File: src/rtl/multi_service_unit_pkg.sv
// Shared definitions for the APB event/interrupt service unit: register offsets,
// serve-FSM states and the address decoder.
package service_unit_pkg;

  localparam logic [4:0] OFS_ENABLE   = 5'h00;
  localparam logic [4:0] OFS_PENDING  = 5'h04;
  localparam logic [4:0] OFS_ACK      = 5'h08;
  localparam logic [4:0] OFS_MODE     = 5'h0C;
  localparam logic [4:0] OFS_PEND_SET = 5'h10;
  localparam logic [4:0] OFS_PEND_CLR = 5'h14;
  localparam logic [4:0] OFS_ACK_ID   = 5'h18;

  typedef enum logic [0:0] {
    SU_IDLE  = 1'b0,
    SU_SERVE = 1'b1
  } su_state_t;

  typedef enum logic [2:0] {
    REG_ENABLE,
    REG_PENDING,
    REG_ACK,
    REG_MODE,
    REG_PEND_SET,
    REG_PEND_CLR,
    REG_ACK_ID,
    REG_NONE
  } su_reg_t;

  // Only the word address PADDR[4:2] is decoded.
  function automatic su_reg_t su_decode(input logic [2:0] word);
    logic [4:0] ofs;
    ofs = {word, 2'b00};
    case (ofs)
      OFS_ENABLE:   return REG_ENABLE;
      OFS_PENDING:  return REG_PENDING;
      OFS_ACK:      return REG_ACK;
      OFS_MODE:     return REG_MODE;
      OFS_PEND_SET: return REG_PEND_SET;
      OFS_PEND_CLR: return REG_PEND_CLR;
      OFS_ACK_ID:   return REG_ACK_ID;
      default:      return REG_NONE;
    endcase
  endfunction

endpackage

File: src/rtl/multi_service_unit_if.sv
// APB slave bundle of the service unit; master side drives address/data/strobes.
interface multi_service_unit_if #(
  parameter int APB_ADDR_WIDTH = 12
) ();
  logic [APB_ADDR_WIDTH-1:0] PADDR;
  logic [31:0]               PWDATA;
  logic                      PWRITE;
  logic                      PSEL;
  logic                      PENABLE;
  logic [31:0]               PRDATA;
  logic                      PREADY;
  logic                      PSLVERR;

  modport master (
    output PADDR, PWDATA, PWRITE, PSEL, PENABLE,
    input  PRDATA, PREADY, PSLVERR
  );

  modport slave (
    input  PADDR, PWDATA, PWRITE, PSEL, PENABLE,
    output PRDATA, PREADY, PSLVERR
  );
endinterface

File: src/rtl/multi_service_unit_prio_onehot_enc.sv
// Combinational priority encoder: one-hot and index of the highest set bit.
module prio_onehot_enc #(
  parameter int NUM_SRC = 32
) (
  input  logic [NUM_SRC-1:0] vec_i,
  output logic [NUM_SRC-1:0] onehot_o,
  output logic [4:0]         idx_o,
  output logic               valid_o
);

  // Ascending scan: the last set bit seen is the highest and wins.
  always_comb begin
    onehot_o = '0;
    idx_o    = '0;
    valid_o  = 1'b0;
    for (int i = 0; i < NUM_SRC; i++) begin
      if (vec_i[i]) begin
        onehot_o    = '0;
        onehot_o[i] = 1'b1;
        idx_o       = 5'(i);
        valid_o     = 1'b1;
      end
    end
  end

endmodule

File: src/rtl/multi_service_unit.sv
// APB event/interrupt service unit with sticky pending bits and a serve FSM.
// Define SERVICE_UNIT_SYNC_EN to add a 2-flop synchroniser on signal_i.
module multi_service_unit
  import service_unit_pkg::*;
#(
  parameter int APB_ADDR_WIDTH = 12,
  parameter int NUM_SRC        = 32
) (
  input  logic                     HCLK,
  input  logic                     HRESETn,
  multi_service_unit_if.slave      apb,
  input  logic [NUM_SRC-1:0]       signal_i,
  output logic                     irq_o
);

  logic [NUM_SRC-1:0] enable_q, enable_d;
  logic [NUM_SRC-1:0] mode_q, mode_d;
  logic [NUM_SRC-1:0] pending_q, pending_d;
  logic [NUM_SRC-1:0] ack_q, ack_d;
  logic [NUM_SRC-1:0] prev_q, prev_d;
  logic [4:0]         ack_idx_q, ack_idx_d;
  su_state_t          state_q, state_d;
  logic               irq_q, irq_d;

  logic [NUM_SRC-1:0]        sig_s;
  logic [NUM_SRC-1:0]        events;
  logic [NUM_SRC-1:0]        load_onehot;
  logic [4:0]                load_idx;
  logic                      load_valid;
  logic                      load;
  logic [APB_ADDR_WIDTH-1:0] paddr;
  logic [NUM_SRC-1:0]        wdata;
  logic                      access, wr_en, rd_en;
  su_reg_t                   sel_reg;
  logic [31:0]               rdata_mux;

`ifdef SERVICE_UNIT_SYNC_EN
  logic [NUM_SRC-1:0] sync1_q, sync1_d, sync2_q, sync2_d;

  assign sync1_d = signal_i;
  assign sync2_d = sync1_q;
  assign sig_s   = sync2_q;

  always_ff @(posedge HCLK or negedge HRESETn) begin
    if (!HRESETn) begin
      sync1_q <= '0;
      sync2_q <= '0;
    end else begin
      sync1_q <= sync1_d;
      sync2_q <= sync2_d;
    end
  end
`else
  assign sig_s = signal_i;
`endif

  assign paddr   = apb.PADDR;
  assign wdata   = apb.PWDATA[NUM_SRC-1:0];
  assign access  = apb.PSEL & apb.PENABLE;
  assign wr_en   = access & apb.PWRITE;
  assign rd_en   = access & ~apb.PWRITE;
  assign sel_reg = su_decode(paddr[4:2]);

  // Edge sources fire only on a 0->1 transition; level sources fire while high.
  assign events = enable_q & sig_s & (~mode_q | ~prev_q);

  prio_onehot_enc #(.NUM_SRC(NUM_SRC)) u_enc (
    .vec_i    (pending_q),
    .onehot_o (load_onehot),
    .idx_o    (load_idx),
    .valid_o  (load_valid)
  );

  assign load = (state_q == SU_IDLE) && load_valid;

  always_comb begin
    enable_d  = enable_q;
    mode_d    = mode_q;
    pending_d = pending_q;
    ack_d     = ack_q;
    ack_idx_d = ack_idx_q;
    state_d   = state_q;
    prev_d    = sig_s;

    if (wr_en) begin
      case (sel_reg)
        REG_ENABLE:   enable_d  = wdata;
        REG_MODE:     mode_d    = wdata;
        REG_PENDING:  pending_d = wdata;
        REG_PEND_SET: pending_d = pending_d | wdata;
        REG_PEND_CLR: pending_d = pending_d & ~wdata;
        default: ;
      endcase
    end

    if (load) begin
      pending_d = pending_d & ~load_onehot;
      ack_d     = load_onehot;
      ack_idx_d = load_idx;
      state_d   = SU_SERVE;
    end else if ((state_q == SU_SERVE) && rd_en && (sel_reg == REG_ACK)) begin
      ack_d   = '0;
      state_d = SU_IDLE;
    end

    // New events are merged last so a same-cycle software clear cannot drop them.
    pending_d = pending_d | events;
    irq_d     = (state_d == SU_SERVE);
  end

  always_ff @(posedge HCLK or negedge HRESETn) begin
    if (!HRESETn) begin
      enable_q  <= '0;
      mode_q    <= '0;
      pending_q <= '0;
      ack_q     <= '0;
      ack_idx_q <= '0;
      prev_q    <= '0;
      state_q   <= SU_IDLE;
      irq_q     <= 1'b0;
    end else begin
      enable_q  <= enable_d;
      mode_q    <= mode_d;
      pending_q <= pending_d;
      ack_q     <= ack_d;
      ack_idx_q <= ack_idx_d;
      prev_q    <= prev_d;
      state_q   <= state_d;
      irq_q     <= irq_d;
    end
  end

  always_comb begin
    rdata_mux = '0;
    case (sel_reg)
      REG_ENABLE:  rdata_mux[NUM_SRC-1:0] = enable_q;
      REG_PENDING: rdata_mux[NUM_SRC-1:0] = pending_q;
      REG_ACK:     rdata_mux[NUM_SRC-1:0] = ack_q;
      REG_MODE:    rdata_mux[NUM_SRC-1:0] = mode_q;
      REG_ACK_ID:  if (ack_q != '0) rdata_mux = {1'b1, 26'b0, ack_idx_q};
      default: ;
    endcase
  end

  assign apb.PRDATA  = rd_en ? rdata_mux : 32'h0;
  assign apb.PREADY  = 1'b1;
  assign apb.PSLVERR = access & (sel_reg == REG_NONE);
  assign irq_o       = irq_q;

endmodule

File: src/flat_wrapper.sv
// flat-port wrapper written by rule: the top's interface ports become plain ports
module multi_service_unit_flat import service_unit_pkg::*;
#(
  parameter int APB_ADDR_WIDTH = 12,
  parameter int NUM_SRC        = 32
)
  (HCLK, HRESETn, signal_i, irq_o, apb_PADDR, apb_PWDATA, apb_PWRITE, apb_PSEL, apb_PENABLE, apb_PRDATA, apb_PREADY, apb_PSLVERR);
  multi_service_unit_if #(.APB_ADDR_WIDTH(APB_ADDR_WIDTH)) apb_i ();
  input  logic HCLK;
  input  logic HRESETn;
  input  logic [NUM_SRC-1:0] signal_i;
  output logic irq_o;
  input wire logic [$bits(apb_i.PADDR)-1:0] apb_PADDR;
  input wire logic [$bits(apb_i.PWDATA)-1:0] apb_PWDATA;
  input wire logic [$bits(apb_i.PWRITE)-1:0] apb_PWRITE;
  input wire logic [$bits(apb_i.PSEL)-1:0] apb_PSEL;
  input wire logic [$bits(apb_i.PENABLE)-1:0] apb_PENABLE;
  output wire logic [$bits(apb_i.PRDATA)-1:0] apb_PRDATA;
  output wire logic [$bits(apb_i.PREADY)-1:0] apb_PREADY;
  output wire logic [$bits(apb_i.PSLVERR)-1:0] apb_PSLVERR;
  assign apb_i.PADDR = apb_PADDR;
  assign apb_i.PWDATA = apb_PWDATA;
  assign apb_i.PWRITE = apb_PWRITE;
  assign apb_i.PSEL = apb_PSEL;
  assign apb_i.PENABLE = apb_PENABLE;
  assign apb_PRDATA = apb_i.PRDATA;
  assign apb_PREADY = apb_i.PREADY;
  assign apb_PSLVERR = apb_i.PSLVERR;
  multi_service_unit #(.APB_ADDR_WIDTH(APB_ADDR_WIDTH), .NUM_SRC(NUM_SRC)) u_core (.HCLK(HCLK), .HRESETn(HRESETn), .apb(apb_i), .signal_i(signal_i), .irq_o(irq_o));
endmodule
File: config.mk
export PLATFORM = sky130hd
export DESIGN_NAME = multi_service_unit_flat
export DESIGN_NICKNAME = d
export VERILOG_FILES = /design/src/rtl/multi_service_unit_pkg.sv /design/src/rtl/multi_service_unit_if.sv /design/src/rtl/multi_service_unit_prio_onehot_enc.sv /design/src/rtl/multi_service_unit.sv /design/src/flat_wrapper.sv
export SDC_FILE = /design/constraint.sdc
export NUM_CORES = 1
export LEC_CHECK = 0
export BUFFER_PORTS_ARGS = -buffer_cell sky130_fd_sc_hd__buf_4
export CORE_UTILIZATION = 55
export CTS_CLUSTER_DIAMETER = 200
export DETAILED_ROUTE_END_ITERATION = 10
export GPL_TIMING_DRIVEN = 0
export HOLD_SLACK_MARGIN = 0.03
export PLACE_DENSITY_LB_ADDON = 0.1
export SYNTH_ARGS = -nofsm -noshare
export SYNTH_HDL_FRONTEND = slang
export SYNTH_SLANG_ARGS = --single-unit
File: constraint.sdc
create_clock -name HCLK -period 5.04 [get_ports HCLK]
set_input_delay 1.008 -clock HCLK [delete_from_list [all_inputs] [get_ports HCLK]]
set_output_delay 1.008 -clock HCLK [all_outputs]
set_load 0.02 [all_outputs]
==> impl_metrics.tcl <==
set metrics [dict create \
    final.setup.worst_slack_ps 365 \
    final_cycle_utilization_of_the_critical_path_pct 92.7 \
    ys_seq_area_share_pct 52.6 \
    path_max_fanout 10 \
    layout-drive-gt1-share_pct 25.7 \
    post-place-ws_ps 505 \
    antenna_found_initial 0 \
    synth_top_area_share_pct 52.6 \
    cts_inserted_buffers 17 \
    final-hold-violation-count 0 \
    nets 925 \
    groute.usage.overall_pct 34.1 \
    worstReg2RegStart "u_core.pending_q[13]" \
    yosys-top-cells-area "sky130_fd_sc_hd__dfrtp_1, sky130_fd_sc_hd__mux2_2, sky130_fd_sc_hd__a22oi_1, sky130_fd_sc_hd__o21ai_0, sky130_fd_sc_hd__a22o_1" \
    synth_nets 801 \
    floorplan.rows 43 \
    dr_total_vias 7015 \
    synth_area_sq_um 7890 \
    grt_pass1_wl_um 37700 \
    setup_repair_after_global_routing_missed_its_margin "false" \
    finalHoldWorstSlack_ps 517 \
    drt-pass1-iter-count 5 \
    r2r_slack_ps 2230 \
    post_cts_resized 0 \
    worstPathRequired_ps 4030 \
    routed_wirelength_um 24300 \
    design.portCount 116 \
    power.switching_fraction_pct 29.7 \
    share_comb_of_total_power_pct 17.1 \
    dominantRegCellSynth "sky130_fd_sc_hd__dfrtp_1" \
    worstSetupEndpointType "output pin" \
    number_of_antenna_repair_diodes 0 \
    hpwl_after_dpl_um 16600 \
    timing.fmax_ghz 0.214 \
    p_total_uw 3890 \
    detail_route.vias_per_cell 6.77 \
    start_kind "input port" \
    cell_internal_pwr_uw 2730 \
    clock_latency_at_the_later_pin_of_the_worst_skew_pair_ps 430 \
    layout_min_cycle_time_ps 4670 \
    post-synth-top-area-cell "sky130_fd_sc_hd__dfrtp_1" \
    yosys_warnings 0 \
    timing_worst_slew_pin_value_ps 1310 \
    post-route-util_pct 68.6 \
    clk_path_buf_depth 2 \
    synth_top_cells_by_count "sky130_fd_sc_hd__dfrtp_1, sky130_fd_sc_hd__a22oi_1, sky130_fd_sc_hd__mux2_2" \
    cts_tree "built" \
    reg2reg_capture_point "u_core.pending_q[4]" \
    synthToLayoutAreaGrowth_pct 21.1 \
    drt_drc_violations_left 0 \
    switching_power_uw 1150 \
    design.die.area_sq_um 14800 \
    cell_area_power_density_nw_per_um2 407 \
    ys_async_rst_share_pct 100 \
    synth_most_common_cell "sky130_fd_sc_hd__dfrtp_1" \
    core_area_sq_um 13900 \
    setup-violations-final 0 \
    synth-edff-count 0 \
    p_seq_share_pct 47.1 \
    power.static_leakage_uw 0.00419 \
    cts.sink_count 166 \
    drtIter0Drc 753 \
    sum_of_overflow_across_all_layers_after_global_routing 0 \
    die-width_um 122 \
    slew_violations 0 \
    timing.slew.headroom_pct 12.2 \
    worst-r2r-cell-count 6 \
    cts.repair_timing.setup_buffer_count 0 \
    die_y_um 122 \
    cts_root_buf "sky130_fd_sc_hd__clkbuf_16" \
    floorplan.initialDensity_pct 56.6 \
    run_status "finished, final reports clean" \
    synth_cells 720 \
    clockPowerShare_pct 35.9 \
    path_clk_slew_ps 60 \
    globalplace.congestion 0.935 \
    hp-class "input port to asynchronous set/reset pin" \
    power.ir.vdd_worst_uv 308 \
    post_cts_hold_fix_bufs 0 \
    fin_skew_ps 11.9 \
    worst-setup-path-type "input port to output pin" \
    ctsHtreeMaxLevel 4 \
    detail-route-antenna-nets 0 \
    synth_seq_cells 166 \
    detail_route.wl_per_cell_um 23.4 \
    io_buffer_count 104 \
    timing.setup.tns_ps 0 \
    ys_types 56 \
    grt_start_max_net_pins 101 \
    first_global_vias 6842 \
    arrival_ps 3670 \
    post_synth.cell_area_avg_sq_um 11.0 \
    timing.max_cap.violations 0 \
]
## power groups by stage
stage / Clock, uW / Sequential, uW / Combinational [uW]
4_1_cts: 1400 / 1810 / 657
5_1_grt: 1460 / 1850 / 719
3_5_place_dp: 0 / 1840 / 652
2_1_floorplan: 0 / 1750 / 451
3_3_place_gp: 0 / 1820 / 618
6_report: 1390 / 1830 / 663
## worst max-delay path: stages
cell and delay (ps):
sky130_fd_sc_hd__clkbuf_1 270, sky130_fd_sc_hd__inv_1 140, sky130_fd_sc_hd__nor3_1 1050, sky130_fd_sc_hd__clkbuf_1 540, sky130_fd_sc_hd__a22oi_1 170, sky130_fd_sc_hd__a31oi_1 290, sky130_fd_sc_hd__buf_4 190
## state kept, by name, summed over array words and instances, names as in the netlist
| name | flops |
|---|---|
| u_core.ack_idx_q | 5 |
| u_core.ack_q | 32 |
| u_core.enable_q | 32 |
| u_core.mode_q | 32 |
| u_core.pending_q | 32 |
| u_core.prev_q | 32 |
| u_core.state_q | 1 |
## how the worst max path moves through the flow
stage	startpoint	end	slack, ps	cells past startpoint
detailed placement	apb_PADDR[2]	apb_PRDATA[0]	510	7
finish	apb_PADDR[2]	apb_PRDATA[0]	370	7
global placement	apb_PADDR[2]	apb_PRDATA[0]	500	7
CTS	apb_PADDR[2]	apb_PRDATA[0]	520	7
floorplan	apb_PADDR[2]	apb_PRDATA[0]	1520	6
global route	apb_PADDR[2]	apb_PRDATA[0]	470	7
## routing by layer
layer	global-route usage [%]	part of all wire, %	routed length, um
met5	0	0	0
met4	14.1	2.6	623
met3	6.23	9.4	2290
met2	52.4	46	11100
met1	47.8	42	10200
## metrics by stage
stage / std cells / cell area, sq um
after floorplan: 720 / 7890
after global placement: 1004 / 8900
after detailed placement: 1005 / 8930
after CTS: 1036 / 9560
after global routing: 1036 / 9560
final: 1036 / 9560
## layout by cell type, fill, tap and decap left out, types with 6 or more instances in the layout
cell / instances
sky130_fd_sc_hd__a21o_1: 15
sky130_fd_sc_hd__nand2_1: 51
sky130_fd_sc_hd__a31oi_1: 9
sky130_fd_sc_hd__and3_1: 6
sky130_fd_sc_hd__mux2_2: 63
sky130_fd_sc_hd__nor3_1: 20
sky130_fd_sc_hd__a22oi_1: 76
sky130_fd_sc_hd__o21ai_0: 52
sky130_fd_sc_hd__clkbuf_16: 17
sky130_fd_sc_hd__a32o_1: 17
sky130_fd_sc_hd__buf_4: 105
sky130_fd_sc_hd__clkbuf_1: 34
sky130_fd_sc_hd__nand3_1: 26
sky130_fd_sc_hd__a22o_1: 26
sky130_fd_sc_hd__nor4_1: 16
sky130_fd_sc_hd__dfrtp_1: 166
sky130_fd_sc_hd__nor2b_1: 9
sky130_fd_sc_hd__a21oi_1: 32
sky130_fd_sc_hd__a21bo_1: 8
sky130_fd_sc_hd__nor2_1: 25
## layout make-up
cell class,instances,area (sq um)
clock inverters,13,196
fillers,1076,4370
repair buffers,105,816
plain buffers,44,205
well taps,180,225
flip-flops and latches,166,4150
inverters,5,18.8
clock buffers,18,429
multi-input cells,505,3520
## cell families (layout without fill, tap and decap cells)
family | count (synthesis) | after routing | share of synthesized area, %
compound gates | 252 | 252 | 22.8
xor+xnor | 1 | 1 | 0.111
buf+inv | 49 | 185 | 2.84
flops | 166 | 166 | 52.6
mux | 64 | 64 | 9.13
other cells | 1 | 1 | 0.0475
simple gates | 187 | 187 | 12.4
(Power assumes the default switching activity.)
